==> src/rtl/fifo_srl_af_ctrl_pkg.sv <==
// Shared constants and helpers for the SRL-based almost-full FIFO.
//   count_width  : width of the SRL occupancy counter (one bit wider than the tap address)
//   af_threshold : occupancy at or above which the almost-full flag (if_full_n low) asserts
package fifo_srl_af_ctrl_pkg;

    function automatic int unsigned count_width(input int unsigned addr_width);
        return addr_width + 1;
    endfunction

    function automatic int unsigned af_threshold(input int unsigned depth,
                                                 input int unsigned grace);
        return depth - grace;
    endfunction

endpackage

==> src/rtl/fifo_srl_af_storage.sv <==
// DEPTH x DATA_WIDTH shift-register storage with a tapped combinational read.
//   clk  : clock
//   data : word shifted into entry 0 when ce is high
//   ce   : shift enable
//   a    : tap address; q = entry a (entry 0 is the newest word)
//   q    : combinational tap output
// No reset: contents are only ever observed through the controller's occupancy count.
module fifo_srl_af_storage #(
    parameter int unsigned DATA_WIDTH = 32,
    parameter int unsigned ADDR_WIDTH = 4,
    parameter int unsigned DEPTH      = 16
) (
    input  logic                  clk,
    input  logic [DATA_WIDTH-1:0] data,
    input  logic                  ce,
    input  logic [ADDR_WIDTH-1:0] a,
    output logic [DATA_WIDTH-1:0] q
);

    logic [DATA_WIDTH-1:0] sr [DEPTH];

    always_ff @(posedge clk) begin
        if (ce) begin
            sr[0] <= data;
            for (int i = 1; i < DEPTH; i++) begin
                sr[i] <= sr[i-1];
            end
        end
    end

    // Explicit compare loop so taps beyond DEPTH (when DEPTH < 2^ADDR_WIDTH) read as zero.
    always_comb begin
        q = '0;
        for (int i = 0; i < DEPTH; i++) begin
            if (a == ADDR_WIDTH'(i)) begin
                q = sr[i];
            end
        end
    end

endmodule

==> src/rtl/fifo_srl_af_ctrl.sv <==
// First-word-fall-through FIFO built from a shift-register store plus a registered output word.
// Capacity is DEPTH+1 words. if_full_n drops early, leaving GRACE_PERIOD entries of headroom,
// but writes are still accepted until the SRL is truly full; a write beyond that is dropped
// and sets the sticky overflow flag.
//   clk, reset  : clock, asynchronous active-high reset
//   if_write_ce, if_write, if_din : write side
//   if_full_n   : almost-full, active low (registered)
//   if_read_ce, if_read           : read side, if_read pops the head word
//   if_dout, if_empty_n           : registered head word and its valid flag
//   overflow    : sticky dropped-write flag
module fifo_srl_af_ctrl
    import fifo_srl_af_ctrl_pkg::*;
#(
    parameter int unsigned DATA_WIDTH   = 32,
    parameter int unsigned ADDR_WIDTH   = 4,
    parameter int unsigned DEPTH        = 16,
    parameter int unsigned GRACE_PERIOD = 2
) (
    input  logic                  clk,
    input  logic                  reset,
    input  logic                  if_write_ce,
    input  logic                  if_write,
    input  logic [DATA_WIDTH-1:0] if_din,
    output logic                  if_full_n,
    input  logic                  if_read_ce,
    input  logic                  if_read,
    output logic [DATA_WIDTH-1:0] if_dout,
    output logic                  if_empty_n,
    output logic                  overflow
);

    localparam int unsigned CNT_W = count_width(ADDR_WIDTH);
    localparam logic [CNT_W-1:0] DEPTH_C  = CNT_W'(DEPTH);
    localparam logic [CNT_W-1:0] THRESH_C = CNT_W'(af_threshold(DEPTH, GRACE_PERIOD));

    logic [CNT_W-1:0]      srl_count_q, srl_count_d;
    logic [ADDR_WIDTH-1:0] addr_q, addr_d;
    logic [DATA_WIDTH-1:0] dout_q, dout_d;
    logic                  empty_n_q, empty_n_d;
    logic                  full_n_q, full_n_d;
    logic                  overflow_q, overflow_d;

    logic                  wr_req;
    logic                  push;
    logic                  pop;
    logic                  load;
    logic [DATA_WIDTH-1:0] srl_q;

    fifo_srl_af_storage #(
        .DATA_WIDTH (DATA_WIDTH),
        .ADDR_WIDTH (ADDR_WIDTH),
        .DEPTH      (DEPTH)
    ) u_storage (
        .clk  (clk),
        .data (if_din),
        .ce   (push),
        .a    (addr_q),
        .q    (srl_q)
    );

    always_comb begin
        wr_req = if_write & if_write_ce;
        push   = wr_req & (srl_count_q < DEPTH_C);
        pop    = if_read & if_read_ce & empty_n_q;
        // Refill the output register whenever it is (or is about to become) empty.
        load   = (srl_count_q != '0) & (~empty_n_q | pop);

        srl_count_d = srl_count_q + CNT_W'(push) - CNT_W'(load);
        // Oldest SRL entry sits at index count-1 after this edge's shift.
        addr_d      = (srl_count_d == '0) ? '0 : ADDR_WIDTH'(srl_count_d - CNT_W'(1));
        dout_d      = load ? srl_q : dout_q;
        empty_n_d   = load | (empty_n_q & ~pop);
        full_n_d    = srl_count_d < THRESH_C;
        overflow_d  = overflow_q | (wr_req & (srl_count_q == DEPTH_C));
    end

    always_ff @(posedge clk or posedge reset) begin
        if (reset) begin
            srl_count_q <= '0;
            addr_q      <= '0;
            dout_q      <= '0;
            empty_n_q   <= 1'b0;
            full_n_q    <= 1'b1;
            overflow_q  <= 1'b0;
        end else begin
            srl_count_q <= srl_count_d;
            addr_q      <= addr_d;
            dout_q      <= dout_d;
            empty_n_q   <= empty_n_d;
            full_n_q    <= full_n_d;
            overflow_q  <= overflow_d;
        end
    end

    assign if_dout    = dout_q;
    assign if_empty_n = empty_n_q;
    assign if_full_n  = full_n_q;
    assign overflow   = overflow_q;

endmodule
==> config.mk <==
export PLATFORM = sky130hd
export DESIGN_NAME = fifo_srl_af_ctrl
export DESIGN_NICKNAME = d
export VERILOG_FILES = /design/src/rtl/fifo_srl_af_ctrl_pkg.sv /design/src/rtl/fifo_srl_af_storage.sv /design/src/rtl/fifo_srl_af_ctrl.sv
export SDC_FILE = /design/constraint.sdc
export NUM_CORES = 1
export LEC_CHECK = 0
export CAP_MARGIN = 20
export CELL_PAD_IN_SITES_DETAIL_PLACEMENT = 0
export CELL_PAD_IN_SITES_GLOBAL_PLACEMENT = 1
export CORE_MARGIN = 2
export CORE_UTILIZATION = 40
export CTS_BUF_LIST = sky130_fd_sc_hd__clkbuf_4 sky130_fd_sc_hd__clkbuf_8
export DETAILED_ROUTE_END_ITERATION = 16
export PLACE_DENSITY = 0.71
export SYNTH_ARGS = -nofsm -noshare
export SYNTH_HDL_FRONTEND = slang
export SYNTH_SLANG_ARGS = --single-unit
==> constraint.sdc <==
create_clock -name clk -period 21.9 [get_ports clk]
set_input_delay 4.38 -clock clk [delete_from_list [all_inputs] [get_ports clk]]
set_output_delay 4.38 -clock clk [all_outputs]
set_load 0.02 [all_outputs]
==> impl_metrics.env, run 1 <==
export IMPL_fin_worst_skew_ns=0.0230
export IMPL_timing_hold_worst_class="reg2reg"
export IMPL_timing_final_setup_violations=0
export IMPL_maxCapViolations=0
export IMPL_via_count_of_the_first_global_routing_pass=13400
export IMPL_cts_sinks=556
export IMPL_sequential_cell_area_um2=16500
export IMPL_flow_area_growth_from_synthesis_pct=14.3
export IMPL_ant_nets=0
export IMPL_kind_of_end_point_of_the_critical_path="register"
export IMPL_worst_setup_path_type="in2reg"
export IMPL_multi_input_comb_area_um2=5520
export IMPL_regToRegStartpoint="srl_count_q[3]"
export IMPL_ff2ff_setup_slack_ns=17.62
export IMPL_cellPowerDensity_nw_per_um2=139
export IMPL_wl_per_cell_um=22.7
export IMPL_postSynth_asyncResetShare_pct=7.91
export IMPL_pre_cts_slack_ns=12.65
export IMPL_synth_cells=1460
export IMPL_synthesis_yosys_warnings=0
export IMPL_num_fill_cells=4964
export IMPL_grt_max_degree=165
export IMPL_grt_first_pass_wirelength_mm=82.7
export IMPL_die_area_um2=58600
export IMPL_yosys_cell_count_top_type="edfxtp_1"
export IMPL_outcome="completed"
export IMPL_placedInstanceArea_um2=24000
export IMPL_post_synth_most_frequent_cells="512 x edfxtp_1, 105 x a21oi_1, 88 x o21ai_0"
export IMPL_die_height_um=242
export IMPL_crit_arrival_ns=8.16
export IMPL_cts_made_buffers=93
export IMPL_rr_worst_depth=15
export IMPL_clk_root_buffer_cell="clkbuf_8"
export IMPL_drive_gt1_share_pct=15.6
export IMPL_mappedNetlistNets=1506
export IMPL_timing_final_crit_share_pct=36.0
export IMPL_path_max_fanout=83
export IMPL_fp_dieW_um=242
export IMPL_synth_largest_type_area_fraction_pct=67.8
export IMPL_synth_top_cells_by_area="edfxtp_1 68%, dfrtp_1 4.7%, mux2i_1 2.8%"
export IMPL_timing_hold_worst_start="u_storage.sr[4][7]"
export IMPL_worstPathCellList="clkdlybuf4s50_1 > nand2_1 > or2_2 > inv_8 > buf_4 > buf_4 > buf_4"
export IMPL_crit_path_max_incr_delay_ns=0.88
export IMPL_cellLeakagePower_nw=8.64
export IMPL_boundaryPins=73
export IMPL_final_cell_area_um2=25900
export IMPL_io_buffer_count=72
export IMPL_relSlewSlack_pct=22.6
export IMPL_cp_required_ns=22.18
export IMPL_synth_flop_cell="edfxtp_1"
export IMPL_slew_violations=0
export IMPL_post_cts_buffers=0
export IMPL_routed_via_density=5.62
export IMPL_detailroute_via_count=13400
export IMPL_end_of_the_worst_hold_path="u_storage.sr[5][7]"
export IMPL_timing_fmax_mhz=127
export IMPL_core_um2=56200
export IMPL_hpwl_mm=32.0
export IMPL_syn_area_um2=22700
export IMPL_floorplan_rows=87
export IMPL_edff_count_synth=512
export IMPL_drt_iter0_drc=1162
export IMPL_timing_worst_slew_pin_value_ns=1.16
export IMPL_clk_latency_ns=0.67
export IMPL_synth_seq_area_share_pct=72.7
export IMPL_whs_ns=0.427
export IMPL_postLayoutSetupSlackWorst_ns=14.02
export IMPL_synth_largest_area_cell="edfxtp_1"
export IMPL_rsz0062_at_grt="no"
export IMPL_synth_area_per_cell_um2=15.5
export IMPL_gp_routability_congestion=0.781
export IMPL_final_nets=1596
export IMPL_drc=0
export IMPL_totalWireLength_mm=54.0
export IMPL_tritoncts_clock_tree="done"
export IMPL_hold_path_depth=0
export IMPL_gr_total_overflow=0
export IMPL_finalSetupTns_ns=0
export IMPL_ctsResizeCount=0
export IMPL_number_of_buffers_on_the_longest_clock_path=3
export IMPL_clk_pin_slew_worst_paths_ns=0.06
export IMPL_drt_pre_antenna_iters=5
export IMPL_post_cts_hold_buffer_count=0
export IMPL_min_tclk_post_route_ns=7.88
export IMPL_max_vdd_ir_drop_v=0.0000678
export IMPL_crit_slowest_cell="buf_4"
export IMPL_initial_core_util_pct=40.4
export IMPL_timing_hold_violations_final=0
export IMPL_cp_common_cell="buf_4"
export IMPL_reg2reg_to="addr_q[2]"
export IMPL_synth_seq_cells=556
export IMPL_grtUsageTotal_pct=18.2
export IMPL_antenna_found_initial=2
export IMPL_timing_critical_path_from_type="primary input"
export IMPL_cts_htree_levels=3
export IMPL_ys_types=82
==> per-layer routing <==
metal	wire length, µm	vias to the layer above	GRT usage (%)	share of wire [%]
met5	0	-	0	0
met4	1220	0	6.79	2.3
met3	3540	91	3.76	6.6
met2	24300	490	27.0	45
met1	25000	6794	26.5	46
li1	-	6026	-	-
==> layout by cell type, fill, tap and decap left out, types with 19 or more instances in the layout <==
master           Yosys  final
o21ai_0             88     88
mux2i_1             63     63
a31oi_1             19     19
inv_1               26     24
nand2b_1            26     24
clkbuf_8             0    106
nand2_1             54     54
o22ai_1             45     45
mux2_2              32     32
a21oi_1            105    105
dfrtp_1             43     39
clkbuf_4             0     32
a22oi_1             23     23
edfxtp_1           512    512
clkdlybuf4s50_1      0     72
nor2_1              49     49
==> kinds of logic after synthesis <==
group,Yosys count,synth area share (%)
compound gates,442,13.1
xor+xnor,4,0.155
fa+ha+maj,8,0.475
buf+inv,126,3.02
flops,556,72.7
mux,107,5.56
simple gates,217,5.02
==> per-stage QoR <==
| stage | power, mW | cells | utilization (%) |
|---|---|---|---|
| 6_report | 3.60 | 2383 | 46.1 |
| 5_1_grt | 3.79 | 2382 | 46.1 |
| 3_3_place_gp | 2.66 | 2208 | 42.6 |
| 4_1_cts | 3.63 | 2380 | 46.1 |
| 2_1_floorplan | 2.33 | 1460 | - |
| 3_5_place_dp | 2.68 | 2210 | 42.7 |
==> power by group <==
part	internal (mW)	switching (mW)
sequential	1.35	0.149
clock	0.521	0.416
combinational	0.437	0.734
==> how the worst max path moves through the flow <==
stage	slack (ns)	depth (start not counted)	startpoint	endpoint
2_1_floorplan	6.43	3	if_write	u_storage.sr[0][0]
3_3_place_gp	12.80	7	if_write	u_storage.sr[3][13]
3_5_place_dp	12.65	7	if_write_ce	u_storage.sr[3][13]
4_1_cts	13.39	7	if_write_ce	u_storage.sr[14][3]
5_1_grt	13.78	7	if_write	u_storage.sr[2][17]
6_report	14.02	7	if_write_ce	u_storage.sr[6][13]
==> flip-flops by register name, summed over array words and instances, names as in the netlist <==
| name | flops |
|---|---|
| addr_q | 4 |
| if_dout | 32 |
| if_empty_n | 1 |
| if_full_n | 1 |
| overflow | 1 |
| srl_count_q | 5 |
| u_storage.sr | 512 |
==> worst max-delay path, delay by kind of cell <==
kind                   cells  cell delay (ns)
AND/OR/NAND/NOR            2             0.39
buffers and inverters      5             3.25
==> area by class of cell <==
type	count	area share, %
repair buffers	93	3.61
inverters	28	0.435
diodes	2	0.0193
flip-flops and latches	556	63.6
multi-input cells	778	21.3
clock buffers	138	6.56
clock inverters	32	0.797
well taps	756	3.65
Note: power is estimated with default switching activity, not from simulation.
==> inputs of run 2 (changes only) <==
--- a/config.mk
+++ b/config.mk
@@ -12,7 +12,7 @@
 export CORE_UTILIZATION = 40
 export CTS_BUF_LIST = sky130_fd_sc_hd__clkbuf_4 sky130_fd_sc_hd__clkbuf_8
 export DETAILED_ROUTE_END_ITERATION = 16
-export PLACE_DENSITY = 0.71
+export PLACE_DENSITY = 0.74
 export SYNTH_ARGS = -nofsm -noshare
 export SYNTH_HDL_FRONTEND = slang
 export SYNTH_SLANG_ARGS = --single-unit
==> constraint.sdc (replaced) <==
create_clock -name clk -period 7 [get_ports clk]
set_input_delay 1.4 -clock clk [delete_from_list [all_inputs] [get_ports clk]]
set_output_delay 1.4 -clock clk [all_outputs]
set_load 0.02 [all_outputs]
==> run 2 against run 1 <==
- first-iteration DRC count increased by 30%
- clock power increased to 3.1 times the previous value
- highest routed layer unchanged
- critical endpoint is now addr_q[3]
- critical path type unchanged
- design area increased by 0.15%
- final cell count increased by 0.21%
- largest cell class unchanged
==> impl_metrics.env, run 2 (synthesis gave the netlist of run 1 again) <==
export IMPL_path_buf_inv=4
export IMPL_clk_root_buffer_cell="clkbuf_8"
export IMPL_core_um2=56200
export IMPL_placedInstanceArea_um2=24100
export IMPL_seqPwrFrac_pct=40.6
export IMPL_most_common_layout_cells="512 x edfxtp_1, 105 x a21oi_1, 102 x clkbuf_8"
export IMPL_largest_register_ff_count=512
export IMPL_timing_hold_violations_final=0
export IMPL_cp_required_ns=7.51
export IMPL_die_area_um2=58600
export IMPL_ant_nets=0
export IMPL_grt_max_degree=183
export IMPL_crit_arrival_ns=4.96
export IMPL_clk_latency_ns=0.68
export IMPL_initial_core_util_pct=40.4
export IMPL_totalWireLength_mm=53.5
export IMPL_timing_final_setup_violations=0
export IMPL_path_max_fanout=38
export IMPL_boundaryPins=73
export IMPL_fp_dieW_um=242
export IMPL_max_vdd_ir_drop_v=0.000207
export IMPL_clkPwrFrac_pct=25.9
export IMPL_post_cts_buffers=0
export IMPL_cellLeakagePower_nw=8.65
export IMPL_timing_critical_path_from_type="primary input"
export IMPL_gr_total_overflow=0
export IMPL_slew_violations=0
export IMPL_via_count_of_the_first_global_routing_pass=13600
export IMPL_timing_final_crit_share_pct=63.5
export IMPL_worst_setup_path_type="in2reg"
export IMPL_cts_sinks=556
export IMPL_io_buffer_count=72
export IMPL_grtUsageTotal_pct=18.0
export IMPL_antenna_found_initial=1
export IMPL_gp_routability_congestion=0.764
export IMPL_rsz0062_at_grt="no"
export IMPL_relSlewSlack_pct=25.9
export IMPL_maxCapViolations=0
export IMPL_ctsResizeCount=0
export IMPL_regToRegStartpoint="srl_count_q[2]"
export IMPL_clk_pin_slew_worst_paths_ns=0.06
export IMPL_tritoncts_clock_tree="done"
export IMPL_crit_family="simple AND/OR/NAND/NOR gates"
export IMPL_drive_gt1_share_pct=16.2
export IMPL_num_fill_cells=4878
export IMPL_hpwl_mm=31.5
export IMPL_flow_area_growth_from_synthesis_pct=14.5
export IMPL_crit_slowest_cell="nand2b_2"
export IMPL_power_report_internal_total_mw=7.21
export IMPL_register_name_with_the_most_flops="u_storage.sr"
export IMPL_timing_fmax_mhz=225
export IMPL_grt_first_pass_wirelength_mm=82.2
export IMPL_kind_of_end_point_of_the_critical_path="register"
export IMPL_outcome="completed"
export IMPL_crit_path_start="if_read"
export IMPL_power_frac_comb_pct=33.5
export IMPL_drc=0
export IMPL_drt_pre_antenna_iters=5
export IMPL_cp_common_cell="inv_1"
export IMPL_cts_made_buffers=93
export IMPL_timing_worst_slew_pin_value_ns=1.11
export IMPL_mostFrequentLayoutCell="edfxtp_1"
export IMPL_switching_power_as_a_share_of_total_power_pct=36.1
export IMPL_die_height_um=242
export IMPL_detailroute_via_count=13500
export IMPL_fin_worst_skew_ns=0.0352
export IMPL_worstPathCellList="clkdlybuf4s50_1 > a21bo_2 > nand2b_2 > inv_1 > ha_1 > inv_1 > ha_1 > inv_1 > fa_1 > nand2b_1 > a21oi_1 > nor3_1 > nor4b_1 > nor2_1"
export IMPL_finalSetupTns_ns=0
export IMPL_drt_iter0_drc=1505
export IMPL_floorplan_rows=87
export IMPL_final_nets=1600
export IMPL_post_cts_hold_buffer_count=0
export IMPL_p_switching_mw=4.07
export IMPL_timing_hold_worst_class="reg2reg"
export IMPL_wl_per_cell_um=22.4
export IMPL_cts_htree_levels=3
export IMPL_min_tclk_post_route_ns=4.44
export IMPL_crit_path_max_incr_delay_ns=0.65
export IMPL_routed_via_density=5.65
export IMPL_number_of_buffers_on_the_longest_clock_path=3
export IMPL_final_cell_area_um2=26000
export IMPL_timing_hold_worst_start="u_storage.sr[8][2]"
export IMPL_cellPowerDensity_nw_per_um2=435
-- run 2: final cells by class --
| type | count | area (µm²) | share of cell area, % |
|---|---|---|---|
| Clock inverter | 22 | 133 | 0.511 |
| Multi-Input combinational cell | 778 | 5540 | 21.3 |
| Timing Repair Buffer | 97 | 971 | 3.74 |
| Antenna cell | 1 | 2.50 | 0.00964 |
| Inverter | 28 | 109 | 0.419 |
| Sequential cell | 556 | 16500 | 63.5 |
| Clock buffer | 150 | 1760 | 6.80 |
| Tap cell | 756 | 946 | 3.64 |
-- run 2: routing by layer --
layer	part of all wire [%]	track usage [%]	up-vias
met2	45	27.3	520
met5	0	0	-
li1	-	-	6034
met1	46	26.0	6855
met3	6.6	3.46	81
met4	2.0	6.43	0
-- run 2: power groups by stage --
stage | sequential [mW] | clock (mW) | combinational (mW)
after floorplan | 4.66 | 0 | 2.58
after global placement | 4.62 | 0 | 3.70
after detailed placement | 4.64 | 0 | 3.74
after CTS | 4.58 | 2.99 | 3.76
after global routing | 4.63 | 3.13 | 4.08
final | 4.58 | 2.92 | 3.78
-- run 2: final timing paths --
kind,to,slack (ns),cells past startpoint
max,addr_q[3],2.56,14
min,u_storage.sr[9][2],0.42,0
max reg2reg,addr_q[3],2.78,15
min reg2reg,u_storage.sr[9][2],0.42,0
max in group asynchronous,addr_q[2],5.20,3
min in group asynchronous,if_dout[23],1.23,3
-- run 2: metrics by stage --
| step | util, % | setup WS (ns) | cells | hold WS, ns | power [mW] |
|---|---|---|---|---|---|
| final | 46.2 | 2.56 | 2388 | 0.415 | 11.3 |
| after global routing | 46.2 | 2.20 | 2388 | 0.431 | 11.8 |
| after CTS | 46.2 | 2.60 | 2387 | 0.424 | 11.3 |
| after detailed placement | 42.8 | 1.88 | 2215 | 0.422 | 8.38 |
| after global placement | 42.8 | 2.00 | 2215 | 0.419 | 8.32 |
| after floorplan | - | -2.67 | 1460 | 0.416 | 7.24 |
